$ cat src/rtl/tdc_pulse_seq.sv
// Bus-programmable stimulus sequencer for the TDC: an optional timestamp-reset
// pulse followed by a train of SIGNAL pulses with programmable delay, width and gap.
module tdc_pulse_seq #(
  parameter logic [15:0] BASEADDR = 16'h0000,
  parameter logic [15:0] HIGHADDR = 16'h000F,
  parameter logic [7:0]  VERSION  = 8'd1
) (
  input  logic        BUS_CLK,
  input  logic        BUS_RST,
  input  logic [15:0] BUS_ADD,
  input  logic [7:0]  BUS_DATA_IN,
  output logic [7:0]  BUS_DATA_OUT,
  input  logic        BUS_RD,
  input  logic        BUS_WR,
  output logic        TS_RESET,
  output logic        SIGNAL,
  output logic        BUSY,
  output logic [2:0]  dbg_state
);

  typedef enum logic [2:0] {
    ST_IDLE = 3'd0,
    ST_TSR  = 3'd1,
    ST_DLY  = 3'd2,
    ST_PLS  = 3'd3,
    ST_GAP  = 3'd4,
    ST_DONE = 3'd5
  } state_t;

  // Bus handshake: BUS_RD / BUS_WR are single-cycle strobes qualified by the
  // address decode; there is no back-pressure, every strobe is accepted on the
  // edge that samples it, and read data appears on BUS_DATA_OUT one cycle later.
  logic [16:0] off_ext;
  logic [15:0] off;
  logic        sel;
  logic        wr_sel;
  logic        rd_sel;
  logic        soft_rst;
  logic        start;

  assign off_ext  = {1'b0, BUS_ADD} - {1'b0, BASEADDR};
  assign off      = off_ext[15:0];
  assign sel      = !off_ext[16] && (off <= (HIGHADDR - BASEADDR));
  assign wr_sel   = BUS_WR && sel;
  assign rd_sel   = BUS_RD && sel;
  assign soft_rst = wr_sel && (off == 16'd0);
  assign start    = wr_sel && (off == 16'd1);

  logic [7:0]  ctrl;
  logic [7:0]  tsr_width;
  logic [15:0] delay_val;
  logic [15:0] width_val;
  logic [15:0] repeat_val;
  logic [15:0] gap_val;

  always_ff @(posedge BUS_CLK or posedge BUS_RST) begin
    if (BUS_RST) begin
      ctrl       <= '0;
      tsr_width  <= '0;
      delay_val  <= '0;
      width_val  <= '0;
      repeat_val <= '0;
      gap_val    <= '0;
    end else if (soft_rst) begin
      ctrl       <= '0;
      tsr_width  <= '0;
      delay_val  <= '0;
      width_val  <= '0;
      repeat_val <= '0;
      gap_val    <= '0;
    end else if (wr_sel) begin
      case (off)
        16'd2:  ctrl              <= BUS_DATA_IN;
        16'd3:  tsr_width         <= BUS_DATA_IN;
        16'd4:  delay_val[7:0]    <= BUS_DATA_IN;
        16'd5:  delay_val[15:8]   <= BUS_DATA_IN;
        16'd6:  width_val[7:0]    <= BUS_DATA_IN;
        16'd7:  width_val[15:8]   <= BUS_DATA_IN;
        16'd8:  repeat_val[7:0]   <= BUS_DATA_IN;
        16'd9:  repeat_val[15:8]  <= BUS_DATA_IN;
        16'd10: gap_val[7:0]      <= BUS_DATA_IN;
        16'd11: gap_val[15:8]     <= BUS_DATA_IN;
        default: ;
      endcase
    end
  end

  // Counter load for a phase of nominal length n: zero behaves as one cycle.
  function automatic logic [15:0] phase_load(input logic [15:0] n);
    return (n == 16'd0) ? 16'd0 : n - 16'd1;
  endfunction

  state_t      state;
  logic [15:0] cnt;
  logic [15:0] pulse_cnt;
  logic [15:0] pulse_next;
  logic        done;
  logic        ts_reset_q;
  logic        signal_q;
  logic        busy_q;
  logic [15:0] sh_delay;
  logic [15:0] sh_width;
  logic [15:0] sh_repeat;
  logic [15:0] sh_gap;

  assign pulse_next = (pulse_cnt == 16'hFFFF) ? pulse_cnt : pulse_cnt + 16'd1;

  // TSR is the first phase, so its length is taken straight from the live
  // registers at START and needs no shadow copy.
  always_ff @(posedge BUS_CLK or posedge BUS_RST) begin
    if (BUS_RST) begin
      state      <= ST_IDLE;
      cnt        <= '0;
      pulse_cnt  <= '0;
      done       <= 1'b0;
      ts_reset_q <= 1'b0;
      signal_q   <= 1'b0;
      busy_q     <= 1'b0;
      sh_delay   <= '0;
      sh_width   <= '0;
      sh_repeat  <= '0;
      sh_gap     <= '0;
    end else if (soft_rst) begin
      state      <= ST_IDLE;
      cnt        <= '0;
      pulse_cnt  <= '0;
      done       <= 1'b0;
      ts_reset_q <= 1'b0;
      signal_q   <= 1'b0;
      busy_q     <= 1'b0;
      sh_delay   <= '0;
      sh_width   <= '0;
      sh_repeat  <= '0;
      sh_gap     <= '0;
    end else begin
      case (state)
        ST_IDLE: begin
          if (start) begin
            sh_delay  <= delay_val;
            sh_width  <= width_val;
            sh_repeat <= repeat_val;
            sh_gap    <= gap_val;
            pulse_cnt <= '0;
            done      <= 1'b0;
            if (repeat_val == 16'd0) begin
              done <= 1'b1;
            end else if (ctrl[0]) begin
              state      <= ST_TSR;
              cnt        <= phase_load({8'd0, tsr_width});
              ts_reset_q <= 1'b1;
              busy_q     <= 1'b1;
            end else begin
              state  <= ST_DLY;
              cnt    <= phase_load(delay_val);
              busy_q <= 1'b1;
            end
          end
        end
        ST_TSR: begin
          if (cnt == 16'd0) begin
            state      <= ST_DLY;
            cnt        <= phase_load(sh_delay);
            ts_reset_q <= 1'b0;
          end else begin
            cnt <= cnt - 16'd1;
          end
        end
        ST_DLY: begin
          if (cnt == 16'd0) begin
            state    <= ST_PLS;
            cnt      <= phase_load(sh_width);
            signal_q <= 1'b1;
          end else begin
            cnt <= cnt - 16'd1;
          end
        end
        ST_PLS: begin
          if (cnt == 16'd0) begin
            pulse_cnt <= pulse_next;
            signal_q  <= 1'b0;
            if (pulse_next == sh_repeat) begin
              state <= ST_DONE;
            end else begin
              state <= ST_GAP;
              cnt   <= phase_load(sh_gap);
            end
          end else begin
            cnt <= cnt - 16'd1;
          end
        end
        ST_GAP: begin
          if (cnt == 16'd0) begin
            state <= ST_DLY;
            cnt   <= phase_load(sh_delay);
          end else begin
            cnt <= cnt - 16'd1;
          end
        end
        ST_DONE: begin
          state  <= ST_IDLE;
          done   <= 1'b1;
          busy_q <= 1'b0;
        end
        default: begin
          state      <= ST_IDLE;
          ts_reset_q <= 1'b0;
          signal_q   <= 1'b0;
          busy_q     <= 1'b0;
        end
      endcase
    end
  end

  logic [7:0] rd_mux;

  always_comb begin
    rd_mux = 8'd0;
    case (off)
      16'd0:  rd_mux = VERSION;
      16'd1:  rd_mux = {6'b0, busy_q, done};
      16'd2:  rd_mux = ctrl;
      16'd3:  rd_mux = tsr_width;
      16'd4:  rd_mux = delay_val[7:0];
      16'd5:  rd_mux = delay_val[15:8];
      16'd6:  rd_mux = width_val[7:0];
      16'd7:  rd_mux = width_val[15:8];
      16'd8:  rd_mux = repeat_val[7:0];
      16'd9:  rd_mux = repeat_val[15:8];
      16'd10: rd_mux = gap_val[7:0];
      16'd11: rd_mux = gap_val[15:8];
      16'd12: rd_mux = pulse_cnt[7:0];
      16'd13: rd_mux = pulse_cnt[15:8];
      default: rd_mux = 8'd0;
    endcase
  end

  always_ff @(posedge BUS_CLK or posedge BUS_RST) begin
    if (BUS_RST) begin
      BUS_DATA_OUT <= 8'd0;
    end else if (soft_rst) begin
      BUS_DATA_OUT <= 8'd0;
    end else if (rd_sel) begin
      BUS_DATA_OUT <= rd_mux;
    end
  end

  assign TS_RESET  = ts_reset_q;
  assign SIGNAL    = signal_q;
  assign BUSY      = busy_q;
  assign dbg_state = state;

endmodule

$ cat config.mk
export PLATFORM = sky130hd
export DESIGN_NAME = tdc_pulse_seq
export DESIGN_NICKNAME = d
export VERILOG_FILES = /design/src/rtl/tdc_pulse_seq.sv
export SDC_FILE = /design/constraint.sdc
export NUM_CORES = 1
export LEC_CHECK = 0
export CAP_MARGIN = 20
export CORE_ASPECT_RATIO = 0.5
export CORE_UTILIZATION = 56
export DETAILED_ROUTE_END_ITERATION = 10
export GPL_TIMING_DRIVEN = 0
export MAX_ROUTING_LAYER = met4
export PLACE_DENSITY = 0.88
export SETUP_SLACK_MARGIN = 0.15
export SLEW_MARGIN = 20
export SYNTH_ARGS = -nofsm -noshare
export SYNTH_HDL_FRONTEND = slang
export SYNTH_SLANG_ARGS = --single-unit
export TNS_END_PERCENT = 10
$ cat constraint.sdc
create_clock -name BUS_CLK -period 6.1 [get_ports BUS_CLK]
set_input_delay 1.22 -clock BUS_CLK [delete_from_list [all_inputs] [get_ports BUS_CLK]]
set_output_delay 1.22 -clock BUS_CLK [all_outputs]
set_load 0.02 [all_outputs]
After elaboration in Yosys (flattened, before gate mapping)
Cells that the tools add are included.
Widths: inputs -> output; s select.
{ "totals": {"reg_bits": 191, "in_bits": 28, "output_inout_bits": 14, "word_cells": 195} }
{ "classes": {"n_addsub": 7, "n_lt_le_gt_ge": 1, "eq_ne": 31, "mux": 82, "reduce_logical": 52} }
{ "ops": {"columns": ["cell", "n"], "rows": [
  ["$mux 16", 37],
  ["$mux 8", 16],
  ["$logic_not 16->1", 7],
  ["$pmux 8 s14", 1],
  ["$eq 16x4->1 const B", 6],
  ["$sub 16x1->16 const B", 5],
  ["$eq 16x3->1 const B", 4],
  ["$pmux 16 s4", 1],
  ["$eq 16x2->1 const B", 2],
  ["$pmux 16 s2", 1],
  ["$reduce_bool 2->1", 14],
  ["$reduce_and 2->1", 12],
  ["$mux 3", 6],
  ["$ne 3x3->1 const B", 6],
  ["$add 16x1->16 const B", 1],
  ["$eq 16x1->1 const B", 1],
  ["$eq 16x16->1", 1],
  ["$eq 16x16->1 const B", 1],
  ["$le 16x4->1 const B", 1],
  ["$mux 1", 14],
  ["$pmux 3 s4", 1],
  ["$reduce_or 4->1", 3],
  ["$reduce_and 5->1", 2],
  ["$reduce_and 3->1", 3],
  ["17 further kinds", 27]
]} }

Depth between registers and ports, before layout
Gate-level depths: netlist of the first run.
{ "depth": {"word_depth": 7, "ltp_mapped": 13, "depth_no_buf": 10} }

Worst setup path before layout of the first run
OpenSTA, ideal clock, no wires.
{ "synth_timing": {"path_type": "input to register", "from": "in BUS_ADD[12]", "to": "reg cnt[0]", "t_arrival_ns": 3.567, "required_ns": 5.975, "path_slack_ns": 2.407, "stages": 7, "cell_sequence": "nor4_1 nand4b_1 nor4b_1 a21oi_2 o31ai_4 buf_6 mux2_4"} }
{ "synth_between": {"elab_chain_len": 5, "elab_cells_between_ends": 12} }
{ "synth_rtl": {"columns": ["item", "line", "rtl"], "rows": [
  ["start: declaration", "10", "input logic [15:0] BUS_ADD,"],
  ["$le 16x4->1", "43", "assign sel = !off_ext[16] && (off <= (HIGHADDR - BASEADDR));"],
  ["$logic_and 1x1->1", "44", "assign wr_sel = BUS_WR && sel;"],
  ["$logic_and 1x1->1 (on tied branches)", "46, 47", null],
  ["$ne 4x4->1 (no line), or another cell as far along", null, null],
  ["$reduce_and 4->1 (no line)", null, null],
  ["end signal: assignment", "149", "cnt <= phase_load({8'd0, tsr_width});"],
  ["end signal: assignment", "154", "cnt <= phase_load(delay_val);"],
  ["end signal: assignment", "162", "cnt <= phase_load(sh_delay);"],
  ["end: declaration", "94", "logic [15:0] cnt;"]
]} }
Parallel ways exist; a longest one is shown, timed or not.
A chain may end at the register's enable or synchronous reset.

Final worst setup path of the first run
{ "layout_timing": {"from": "in BUS_ADD[0]", "to": "reg gap_val[8]"} }
{ "layout_between": {"elab_chain_len": 5, "elab_cells_between_ends": 9} }
{ "layout_rtl": {"columns": ["item", "line", "rtl"], "rows": [
  ["$le 16x4->1", "43", null],
  ["$logic_and 1x1->1", "44", null],
  ["$logic_and 1x1->1", "46", "assign soft_rst = wr_sel && (off == 16'd0);"],
  ["$reduce_bool 2->1 (no line)", null, null],
  ["$reduce_and 2->1 (no line)", null, null],
  ["end signal: assignment", "63", "gap_val <= '0;"],
  ["end signal: assignment", "70", "gap_val <= '0;"],
  ["end signal: assignment", "82", "16'd11: gap_val[15:8] <= BUS_DATA_IN;"],
  ["end: declaration", "54", "logic [15:0] gap_val;"]
]} }
Parallel ways exist; a longest one is shown, timed or not.

==> results of run 1 <==
==> metrics by stage <==
stage	setup slack, ns	hold slack (ns)
6_report	1.34	0.485
5_1_grt	1.29	0.520
4_1_cts	1.50	0.488
3_5_place_dp	1.09	0.465
3_3_place_gp	0.969	0.463
2_1_floorplan	2.41	0.450
==> cell usage after synthesis (all sizes together), types with 14 or more instances <==
library cell	n	area share [%]
dfrtp	191	42
nand2	104	3.4
o21ai	84	3.7
nor2	82	2.7
a22o	68	5.2
clkbuf	58	1.9
mux2	56	5.6
xnor2	46	3.5
a21oi	42	1.9
nor3	40	1.9
xor2	35	2.7
nor4	33	2.3
nand3	31	1.4
buf	26	1.2
inv	26	0.86
a22oi	24	1.6
o22ai	17	0.93
or3	15	0.87
nand4	14	0.90
==> cell families after synthesis <==
family                     synth area share, %
muxes                                     6.82
DFF                                       42.0
xor gates and xnor gates                  6.23
buffers and inverters                     3.96
AOI/OAI and AO/OA                         21.3
and+or+nand+nor                           18.6
adders and majority gates                 1.10
==> layout make-up <==
cell class	instances	area share [%]
Timing Repair Buffer	50	4.34
Tap cell	266	2.59
Antenna cell	2	0.0389
Buffer	84	2.74
Inverter	26	0.787
Clock inverter	12	0.846
Multi-Input combinational cell	897	48.1
Sequential cell	191	37.1
Clock buffer	20	3.47
==> worst max-delay path: stages <==
cell and delay (ns):
clkdlybuf4s50_1 0.52, clkbuf_1 0.50, clkbuf_1 0.72, buf_1 0.68, nand3_1 0.15, a21oi_1 0.86
mux2_2 0.43
==> flip-flops by register name (all words and copies together), names as in the netlist <==
| signal | cells |
|---|---|
| gap_val | 16 |
| BUSY | 1 |
| BUS_DATA_OUT | 8 |
| pulse_cnt | 16 |
| sh_repeat | 16 |
| dbg_state | 3 |
| delay_val | 16 |
| sh_width | 16 |
| cnt | 16 |
| sh_delay | 16 |
| repeat_val | 16 |
| done | 1 |
| SIGNAL | 1 |
| tsr_width | 8 |
| ctrl | 8 |
| TS_RESET | 1 |
| sh_gap | 16 |
| width_val | 16 |
==> worst min path at each step <==
stage | from | end | slack (ns) | cells after the start
2_1_floorplan | ctrl[1] | ctrl[1] | 0.45 | 2
3_3_place_gp | ctrl[2] | ctrl[2] | 0.46 | 2
3_5_place_dp | BUS_DATA_OUT[7] | BUS_DATA_OUT[7] | 0.47 | 1
4_1_cts | BUS_DATA_OUT[7] | BUS_DATA_OUT[7] | 0.49 | 1
5_1_grt | BUS_DATA_OUT[7] | BUS_DATA_OUT[7] | 0.52 | 1
6_report | BUS_DATA_OUT[7] | BUS_DATA_OUT[7] | 0.48 | 1
==> routing by layer <==
metal / GRT usage (%) / up-vias / share of wire, %
met5: - / - / 0
met4: 18.4 / 0 / 4.3
met3: 14.4 / 126 / 13
met2: 59.5 / 730 / 41
met1: 57.8 / 5253 / 42
li1: - / 4646 / -
==> power groups by stage <==
stage	clock network (mW)	registers, mW	logic [mW]
after floorplan	0	1.42	0.429
after global placement	0	1.43	0.609
after detailed placement	0	1.43	0.641
after CTS	1.09	1.41	0.646
after global routing	1.14	1.42	0.714
final	1.10	1.41	0.667
==> key figures, run 1 <==
STA
  • Hold Fails Final Rpt: 0
  • Slew margin rel.: 28.5%
  • Worst slew pin tran: 1.07 ns
  • Setup violations, final: 0
  • Slew Limit Fails: 0
  • F_max: roughly 210 MHz
  • Min Tclk post-route: 4.76 ns
  • Final Skew: between 0.01 and 0.015 ns
  • Setup TNS: 0 ns
  • Final period util: 78.1%
  • RSZ-0062 raised after global routing: no

Finish
  • Area growth, synth to finish: 13.0%
  • Fill cells: 1,570
  • Multi-input gate area: 6180 µm²
  • Most frequent cells in the layout: dfrtp_1, nand2_1, nor2_1, o21ai_0, a22o_1
  • Design area: 12,900 µm²
  • Post-layout nets: 1,305
  • Finished Layout Cells: 1,548
  • Utilization after layout: 65.4%
  • Commonest non-fill, non-tap cell in the layout: dfrtp_1
  • Share of cells above drive strength 1: 11.6%
  • Reg area: approximately 4800 µm²

Routing
  • Antenna-violating nets left: 0
  • Via density: 6.95
  • Final WL: approximately 43 mm
  • Via Count: 10,755
  • Wire per inst: 27.5 µm
  • DR pass1 iterations: 6
  • Starting DRT DRC Count: around 1,500
  • Drc violations: 0

Setup path
  • Worst EP required: 6.43 ns
  • Setup crit end kind: flop
  • Reg2Reg Setup Slack: 1.96 ns
  • Critical path launch point type: primary input
  • Worst Reg2Reg Path Length in Cells: 13
  • WP data arrival: roughly 5 ns
  • Kind of critical path: primary input to flop
  • Setup crit end: gap_val[8]
  • RR Startpoint: pulse_cnt[1]
  • CP Launch Point: BUS_ADD[0]
  • R2R Path End: cnt[0]
  • Crit path max fanout: 10

Die
  • Core ar.: 19,700 µm²
  • Die Y-Extent: 103 µm
  • Rows: 36
  • Die footprint: 20,900 µm²
  • Initial core utilization: 57.9%
  • Top-level I/O count: 42
  • Die width: 204 µm

Power and ir drop
  • Comb pwr share: 21.0%
  • Final total power: 3.18 mW
  • Flop pwr share: around 44%
  • Switching portion of total power: 31.3%
  • Switching Power: about 990 µW
  • Internal power: 2.18 mW
  • Max VDD drop: 0.000203 V
  • Leakage: 5.66 nW
  • Power per cell area: 247 nW/µm²
  • Clk network pwr share: 34.6%

Yosys
  • Post-synth ARST share: 100%
  • Post-synth EDFFs: 0
  • Syn nets: between 1,000 and 1,500
  • Part of the Yosys area used for sequential elements: 42.0%
  • Most used DFF post-synth: dfrtp_1
  • Synthesized cell area: 11,400 µm²
  • FF+latch count, synth: between 150 and 200
  • Synthesized netlist cell count: 1,198
  • Mean Syn Cell Area: ~9.5 µm²
  • Yosys warns: 0
  • Synth cell types: 84

Min path
  • Hold Crit Class: flop to flop

Clocking
  • Clk sink count: 191
  • Clock buffer depth: 2
  • Inserted Clock Buffers: 17
  • Setup Fix Bufs, Post-CTS: 0
  • CTS tree: yes
  • Clock H-tree levels: 4
  • Latest clock arrival within the worst-skew pair: roughly 0.45 ns
  • Number of hold buffers added after cts: 0
  • Clk pin slew, worst setup/hold paths: about 0.070 ns
  • Root Buffer Master: clkbuf_16
  • Post-cts gate resize count: 0

Status
  • Status: finished, final reports clean

Global routing
  • Vias in the first global route: roughly 10,000
  • Largest net degree at the start of global routing: 35
  • Initial antenna violation count: 2
  • Remaining global-route overflow: 0
  • GRT Overall Usage: a little over two fifths
  • First-pass GRT wire length: approximately 63 mm

Place
  • DP HPWL: 32.2 mm
  • Cell total after placement: 1,513
  • IO Port Bufs: 40
  • RD Place Congestion: 1.02
  • Post-DP Area: 12,300 µm²

Flow run
  • Total of max-cap violations: 0
Power figures use the tool's default switching activity.
==> run 2, diff against run 1 <==
==> constraint.sdc (replaced) <==
create_clock -name BUS_CLK -period 4.2 [get_ports BUS_CLK]
set_input_delay 0.84 -clock BUS_CLK [delete_from_list [all_inputs] [get_ports BUS_CLK]]
set_output_delay 0.84 -clock BUS_CLK [all_outputs]
set_load 0.02 [all_outputs]
==> key figures, run 2 (synthesis gave the netlist of run 1 again) <==
Clocking
  • Clk sink count: around 190
  • Clock buffer depth: 2
  • Latest clock arrival within the worst-skew pair: 0.45 ns
  • Inserted Clock Buffers: 17
  • Clock H-tree levels: 4
  • CTS tree: yes
  • Clk pin slew, worst setup/hold paths: 0.06 ns
  • Root Buffer Master: clkbuf_16
  • Number of hold buffers added after cts: 0
  • Setup Fix Bufs, Post-CTS: 0

Routing
  • Wire per inst: roughly 27 µm
  • DR pass1 iterations: 8
  • Via density: 6.96
  • Starting DRT DRC Count: ~1,400
  • Antenna-violating nets left: 0
  • Via Count: 10,784
  • Drc violations: 0
  • Final WL: ~42 mm

Finish
  • Fill cells: 1,565
  • Finished Layout Cells: about 1,500
  • Area growth, synth to finish: 13.2%
  • Share of cells above drive strength 1: 12.2%
  • Design area: roughly 13,000 µm²
  • Utilization after layout: 65.5%
  • Commonest non-fill, non-tap cell in the layout: dfrtp_1
  • Post-layout nets: 1,305
  • Most frequent cells in the layout: dfrtp_1, nand2_1, nor2_1, o21ai_0, a22o_1

Die
  • Top-level I/O count: 42
  • Die width: 204 µm
  • Initial core utilization: 57.9%
  • Core ar.: 19,700 µm²
  • Rows: 36
  • Die Y-Extent: 103 µm
  • Die footprint: 20,900 µm²

STA
  • F_max: 243 MHz
  • Worst slew pin tran: 1.04 ns
  • Final Skew: 0.0131 ns
  • Final worst setup slack: 0.0789 ns
  • Final Hold Slack: 0.485 ns
  • Setup violations, final: 0
  • RSZ-0062 raised after global routing: yes
  • Slew Limit Fails: 0
  • Setup TNS: 0 ns
  • Hold Fails Final Rpt: 0
  • Slew margin rel.: between 30% and 40%
  • Final period util: 98.1%
  • Min Tclk post-route: just over 4 ns

Power and ir drop
  • Leakage: between 5 and 6 nW
  • Max VDD drop: 0.000297 V
  • Power per cell area: 357 nW/µm²
  • Final total power: 4.60 mW

Place
  • Cell total after placement: 1,513
  • IO Port Bufs: 40
  • DP HPWL: 32.2 mm
  • RD Place Congestion: 1.02
  • Post-DP Area: around 12,000 µm²
  • Place WS: -0.426 ns

Setup path
  • Kind of critical path: primary input to flop
  • CP Launch Point: BUS_ADD[12]
  • Crit path max fanout: 9
  • Setup crit end kind: flop
  • Worst EP required: around 4.5 ns
  • Critical path launch point type: primary input
  • Reg2Reg Setup Slack: ~0.10 ns
  • RR Startpoint: cnt[2]
  • WP data arrival: approximately 4.4 ns

Global routing
  • Remaining global-route overflow: 0
  • GRT Overall Usage: between 40% and 50%
  • Vias in the first global route: 10,041
  • Initial antenna violation count: 2
  • First-pass GRT wire length: 62.8 mm
  • Largest net degree at the start of global routing: 35

Flow run
  • Total of max-cap violations: 0

Status
  • Status: finished, final reports clean

Min path
  • Min-delay src: BUS_DATA_OUT[7]
  • Hold Crit Class: flop to flop
run 2: changes by cell type in the layout (fill, tap and decap cells not counted), sizes merged:
cell   delta
diode     +1
run 2: final timing paths:
| check | endpoint | depth (start not counted) |
|---|---|---|
| hold / removal | BUS_DATA_OUT[7] | 1 |
| setup reg to reg | pulse_cnt[9] | 6 |
| setup / recovery | pulse_cnt[9] | 8 |
| hold reg to reg | BUS_DATA_OUT[7] | 1 |
| max in group asynchronous | dbg_state[0] | 6 |
| min in group asynchronous | pulse_cnt[15] | 2 |
run 2: worst max-delay path, stage by stage:
cell and delay (ns):
clkdlybuf4s50_1 0.41, nor4_1 0.50, nand4b_1 0.28, nor4b_2 0.78
nand2_1 0.28, o21ai_1 0.58, nand2_1 0.28, o41ai_1 0.46
run 2: layout make-up:
class | instances | area (µm²) | area share, %
Timing Repair Buffer | 50 | 558 | 4.33
Multi-Input combinational cell | 897 | 6200 | 48.1
Sequential cell | 191 | 4780 | 37.1
Tap cell | 266 | 333 | 2.58
Inverter | 26 | 101 | 0.786
Antenna cell | 3 | 7.51 | 0.0582
Clock buffer | 20 | 447 | 3.46
Clock inverter | 12 | 109 | 0.844
Buffer | 84 | 358 | 2.77
run 2: metal layers:
metal  track usage, %  wire, µm  part of all wire (%)  up-vias
li1                 -         -                     -     4645
met1             57.8     17300                    41     5245
met2             59.5     17300                    41      759
met3             14.4      6080                    14      135
met4             18.4      1790                   4.2        0
met5                -         0                     0        -
run 2: repair_timing:
item,CTS,global route
pin swaps,0,1
resized for setup,1,11
endpoints found under the setup margin,9,52
run 2: power breakdown:
group / switching [mW] / total [mW] / internal, mW
Combinational: 0.565 / 0.964 / 0.399
Sequential: 0.112 / 2.05 / 1.94
Clock: 0.753 / 1.59 / 0.835
Total: 1.43 / 4.60 / 3.17
==> patch 1: new RTL, config.mk and constraints of run 1 <==
Make the reset (`BUS_RST`) synchronous in 3 clocked blocks.
--- a/src/rtl/tdc_pulse_seq.sv
+++ b/src/rtl/tdc_pulse_seq.sv
@@ -55,3 +55,3 @@
 
-  always_ff @(posedge BUS_CLK or posedge BUS_RST) begin
+  always_ff @(posedge BUS_CLK) begin
     if (BUS_RST) begin
@@ -109,3 +109,3 @@
   // registers at START and needs no shadow copy.
-  always_ff @(posedge BUS_CLK or posedge BUS_RST) begin
+  always_ff @(posedge BUS_CLK) begin
     if (BUS_RST) begin
@@ -236,3 +236,3 @@
 
-  always_ff @(posedge BUS_CLK or posedge BUS_RST) begin
+  always_ff @(posedge BUS_CLK) begin
     if (BUS_RST) begin
Behaviour: differs if BUS_RST is asserted again (counterexample within 4 cycles, from zero or initial values and one cycle with BUS_RST high); with BUS_RST held inactive, the same outputs for 4 cycles.
==> patch 1 against run 1 <==
Sequential cell count is the same. Total power shrank 7.0%. Register-to-register slack gained 0.32 ns. Sequential power shrank 9.9%. Routed wire length shrank 6.2%. Synthesized area shrank 4.7%. Design area shrank 6.0%. Worst setup slack gained 0.19 ns.
==> patch 1: results (changes against run 1) <==
[place]
portBuffers=29  ; was 40
dpl-instance-area_sq_um=11500  ; was 12300 sq um
place_congestion=1.08  ; was 1.02
dp_hpwl_um=30800  ; was 32200 um

[setup_path]
arrival_ns=4.86  ; was 5.10 ns
rr_worst_depth=8  ; was 13
crit_slowest_cell=clkbuf_1  ; was a21oi_1
slowest_delay_ns=0.78  ; was 0.86 ns
critPathMaxFanout=10  ; unchanged

[grt]
grt_util_all_layers_pct=41.8  ; was 43.2%
grt_start_max_net_pins=18  ; was 35
grt_pass1_vias=10300  ; was 10000
grt_pass1_wl_um=59700  ; was 62800 um
antenna_found_initial=0  ; was 2

[clock_network]
cts_buffers=17  ; unchanged
clock_path_buffers=2  ; unchanged
root_buffer=clkbuf_16  ; unchanged
cts.repair.resized=0  ; unchanged
insertion_delay_ns=0.46
clkTransAtPathRegs_ns=0.07  ; about the same

[drt]
drt_iter0_drc=1600  ; was 1471
wl_um=39900  ; was 42600 um
drtPass1Iterations=8  ; was 6
via_per_inst=6.57  ; was 6.95

[pwr]
power_leakage_uw=0.00424  ; was 0.00566 uW
ir_drop_v=0.000182  ; was 0.000203 V
switching_share_pct=30.7  ; was 31.3%

[layout]
drive_gt1_share_pct=5.42  ; was 11.6%
diodes=0  ; was 2

[sta]
skew_ns=0.00860  ; was 0.0133 ns
max_slew.worst_pin.slew_ns=1.17  ; was 1.07 ns

[synthesis]
synth_common_cells=nand2_1, dfxtp_1, a21oi_1, nor2_1, clkbuf_1  ; was dfrtp_1, nand2_1, nor2_1, o21ai_0, a22o_1
ys_warn_count=0  ; unchanged
synth_area_leaders=dfxtp_1, nand2_1, a21oi_1  ; was dfrtp_1, mux2_2, a22o_1
synth.distinct_cells=74  ; was 84
seq_area_frac_synth_pct=35.2  ; was 42.0%
synthFlopType=dfxtp_1  ; was dfrtp_1
syn_nets=1454  ; was 1236
synthArstFlopShare_pct=0  ; was 100%

[min_path]
hold_path_depth=2  ; was 1
min_path_type=reg2reg  ; unchanged

[status]
outcome=complete, no violations  ; unchanged

## patch 1: cell count changes after synthesis, moves of 15 or more
cell	run 1	this run
nand4_1	13	28
o21ai_0	82	46
nand2_1	104	254
a21oi_1	41	153
clkbuf_1	57	90
nor2_1	82	123
dfrtp_1	191	0
a22o_1	68	3
mux2_2	53	9
dfxtp_1	0	191
mux2i_1	9	52
## patch 1: cell type report
class,count,area [sq um]
sequential,191,3820
fill,1696,6600
inverter,16,60.1
multi-input combinational,1103,6590
clock buffer,19,453
clock inverter,13,151
timing repair buffer,29,290
tap,259,324
buffer,105,409
## patch 1: layer usage
layer	vias to the layer above	track usage [%]	part of all wire [%]
li1	5162	-	-
met1	5440	57.2	42
met2	733	58.4	41
met3	60	14.0	15
met4	0	10.4	1.6
met5	-	-	0
## patch 1: critical path, delay by kind of cell
kind | cells | cell delay (ns)
AND/OR/NAND/NOR | 3 | 0.73
buffers and inverters | 6 | 2.56
AO/OA/AOI/OAI | 2 | 0.35
## patch 1: per-stage QoR
stage / worst slack (ns) / hold slack, ns / cells
after floorplan: 2.65 / 0.441 / 1415
after global placement: 1.41 / 0.458 / 1703
after detailed placement: 1.35 / 0.460 / 1703
after CTS: 1.79 / 0.470 / 1735
after global routing: 1.24 / 0.492 / 1735
final: 1.53 / 0.468 / 1735
## patch 1: final timing paths
check | from | endpoint | slack (ns)
hold reg to reg | sh_repeat[10] | sh_repeat[10] | 0.47
setup / recovery | BUS_ADD[5] | pulse_cnt[14] | 1.53
hold / removal | sh_repeat[10] | sh_repeat[10] | 0.47
setup reg to reg | dbg_state[0] | pulse_cnt[11] | 2.28
## patch 1: cell families after synthesis
family	count (synthesis)	share of synthesized area (%)
simple gates	608	26.5
compound gates	336	19.0
flops	191	35.2
buf+inv	121	4.32
xor+xnor	80	6.46
mux	68	7.18
fa+ha+maj	11	1.27
## patch 1: power groups by stage
stage / Sequential (uW) / Clock [uW] / Combinational [uW]
global route: 1270 / 1230 / 545
CTS: 1270 / 1180 / 487
floorplan: 1300 / 0 / 318
detailed placement: 1300 / 0 / 484
global placement: 1300 / 0 / 482
finish: 1270 / 1180 / 514
==> patch 2: new RTL, config.mk and constraints of run 1 <==
Made on the original files. Register the output `dbg_state` once more, with the module's reset; this adds one clock of latency there. The other outputs are not delayed to match.
--- a/src/rtl/tdc_pulse_seq.sv
+++ b/src/rtl/tdc_pulse_seq.sv
@@ -249,3 +249,9 @@
   assign BUSY      = busy_q;
-  assign dbg_state = state;
+  always_ff @(posedge BUS_CLK or posedge BUS_RST) begin
+    if (BUS_RST) begin
+      dbg_state <= '0;
+    end else begin
+      dbg_state <= state;
+    end
+  end
 
Formal check against the unedited RTL: not equivalent (a bounded check fails within 4 cycles, from zero or initial values and one cycle with BUS_RST high).
==> patch 2 against run 1 <==
Synthesized area increased by 1.5%. Design area grew 1.6%. Die area up 1.4%. Routed wire length grew 0.66%. Combinational power is 30% lower. Total power shrank 1.1%. Hold slack got worse by 0.10 ns. Worst setup slack better by 0.48 ns. Largest cell class unchanged. Sequential cell count increased by 3.
==> patch 2: results (changes against run 1) <==
[setup_path]
critPathMaxFanout=10  ; unchanged
critPathTopFamily=simple AND/OR/NAND/NOR gates  ; was buffers and inverters
slowest_delay_ns=0.95  ; was 0.86 ns
rr_worst_depth=11  ; was 13
crit_slowest_cell=nor3_1  ; was a21oi_1
arrival_ns=4.62  ; was 5.10 ns

[synthesis]
synth_area_leaders=dfrtp_1, a22o_1, mux2_2  ; was dfrtp_1, mux2_2, a22o_1
synthArstFlopShare_pct=100  ; unchanged
synthFlopType=dfrtp_1  ; unchanged
seq_area_frac_synth_pct=42.0  ; about the same
synth_common_cells=dfrtp_1, nand2_1, o21ai_0, nor2_1, a22o_1  ; was dfrtp_1, nand2_1, nor2_1, o21ai_0, a22o_1
synth.distinct_cells=77  ; was 84
ys_warn_count=0  ; unchanged

[clock_network]
root_buffer=clkbuf_16  ; unchanged
clkTransAtPathRegs_ns=0.08
post_cts_buffers=0  ; unchanged
insertion_delay_ns=0.46
cts.repair.resized=0  ; unchanged
cts_buffers=17  ; unchanged
cts.htree.levels=4  ; unchanged
clock_path_buffers=2  ; unchanged

[layout]
fillCellCount=1582  ; was 1570
nets=1322  ; was 1305
drive_gt1_share_pct=10.7  ; was 11.6%

[place]
pre_cts_ws_ns=1.50  ; was 1.09 ns
dp_hpwl_um=32800  ; was 32200 um
portBuffers=39  ; was 40
place_congestion=1.05  ; was 1.02

[drt]
drtPass1Iterations=7  ; was 6
drt_iter0_drc=1652  ; was 1471
routedWlPerCell_um=27.4  ; was 27.5 um
num_vias=11000  ; was 10800

[grt]
grt_pass1_wl_um=65600  ; was 62800 um
grt_util_all_layers_pct=43.2  ; about the same
grt_pass1_vias=10400  ; was 10000
antenna_found_initial=2  ; unchanged
grt_start_max_net_pins=35  ; unchanged

[min_path]
min_path_type=reg2reg  ; unchanged
hold_path_depth=0  ; was 1

[pwr]
switching_share_pct=29.4  ; was 31.3%
power_leakage_uw=0.00572  ; was 0.00566 uW
ir_drop_v=0.000240  ; was 0.000203 V

[sta]
skew_ns=0.0113  ; was 0.0133 ns
max_slew.worst_pin.slew_ns=1.18  ; was 1.07 ns

[status]
outcome=complete, no violations  ; unchanged

## patch 2: cell families after synthesis
| logic type | share of synthesized area (%) |
|---|---|
| simple gates | 18.2 |
| compound gates | 21.9 |
| xor+xnor | 6.29 |
| mux | 6.51 |
| fa+ha+maj | 1.08 |
| flops | 42.0 |
| buf+inv | 3.96 |
## patch 2: power by group through the flow
stage                     sequential [uW]  clock [uW]  combinational [uW]
after floorplan                      1430           0                 299
after global placement               1430           0                 430
after detailed placement             1440           0                 453
after CTS                            1410        1260                 457
after global routing                 1420        1310                 505
final                                1420        1260                 470
## patch 2: path summary, 6_finish.rpt
kind | endpoint | slack, ns | start
max | tsr_width[2] | 1.81 | BUS_ADD[15]
min | dbg_state[2] | 0.38 | state[2]
max reg2reg | cnt[1] | 1.96 | pulse_cnt[1]
min reg2reg | dbg_state[2] | 0.38 | state[2]
max in group asynchronous | sh_gap[0] | 4.06 | BUS_RST
min in group asynchronous | pulse_cnt[0] | 1.07 | BUS_RST
## patch 2: layout make-up
class,count,share of cell area (%)
clock buffer,18,3.28
sequential,194,37.1
timing repair buffer,45,3.96
clock inverter,14,1.63
multi-input combinational,919,47.9
tap,266,2.55
inverter,27,0.804
buffer,80,2.73
antenna,2,0.0383
## patch 2: metal layers
metal | vias to the layer above | wire (um) | GRT usage [%]
met1 | 5462 | 19100 | 66.3
met2 | 761 | 16700 | 54.9
met5 | - | 0 | -
met3 | 89 | 6040 | 12.5
met4 | 0 | 963 | 10.4
li1 | 4735 | - | -
## patch 2: metrics by stage
stage               hold WS, ns  cells  instance area, sq um
floorplan                 0.352   1220                 11600
global placement          0.358   1525                 12300
detailed placement        0.358   1531                 12400
CTS                       0.382   1563                 13100
global route              0.392   1565                 13100
finish                    0.385   1565                 13100
## patch 2: worst reg2reg max path: cells and delay by family (launching register included)
family,cells,cell delay [ns]
compound gates,2,0.49
simple gates,5,1.67
fa+ha+maj,1,0.44
buf+inv,2,0.55
flops,1,0.65
xor+xnor,1,0.23
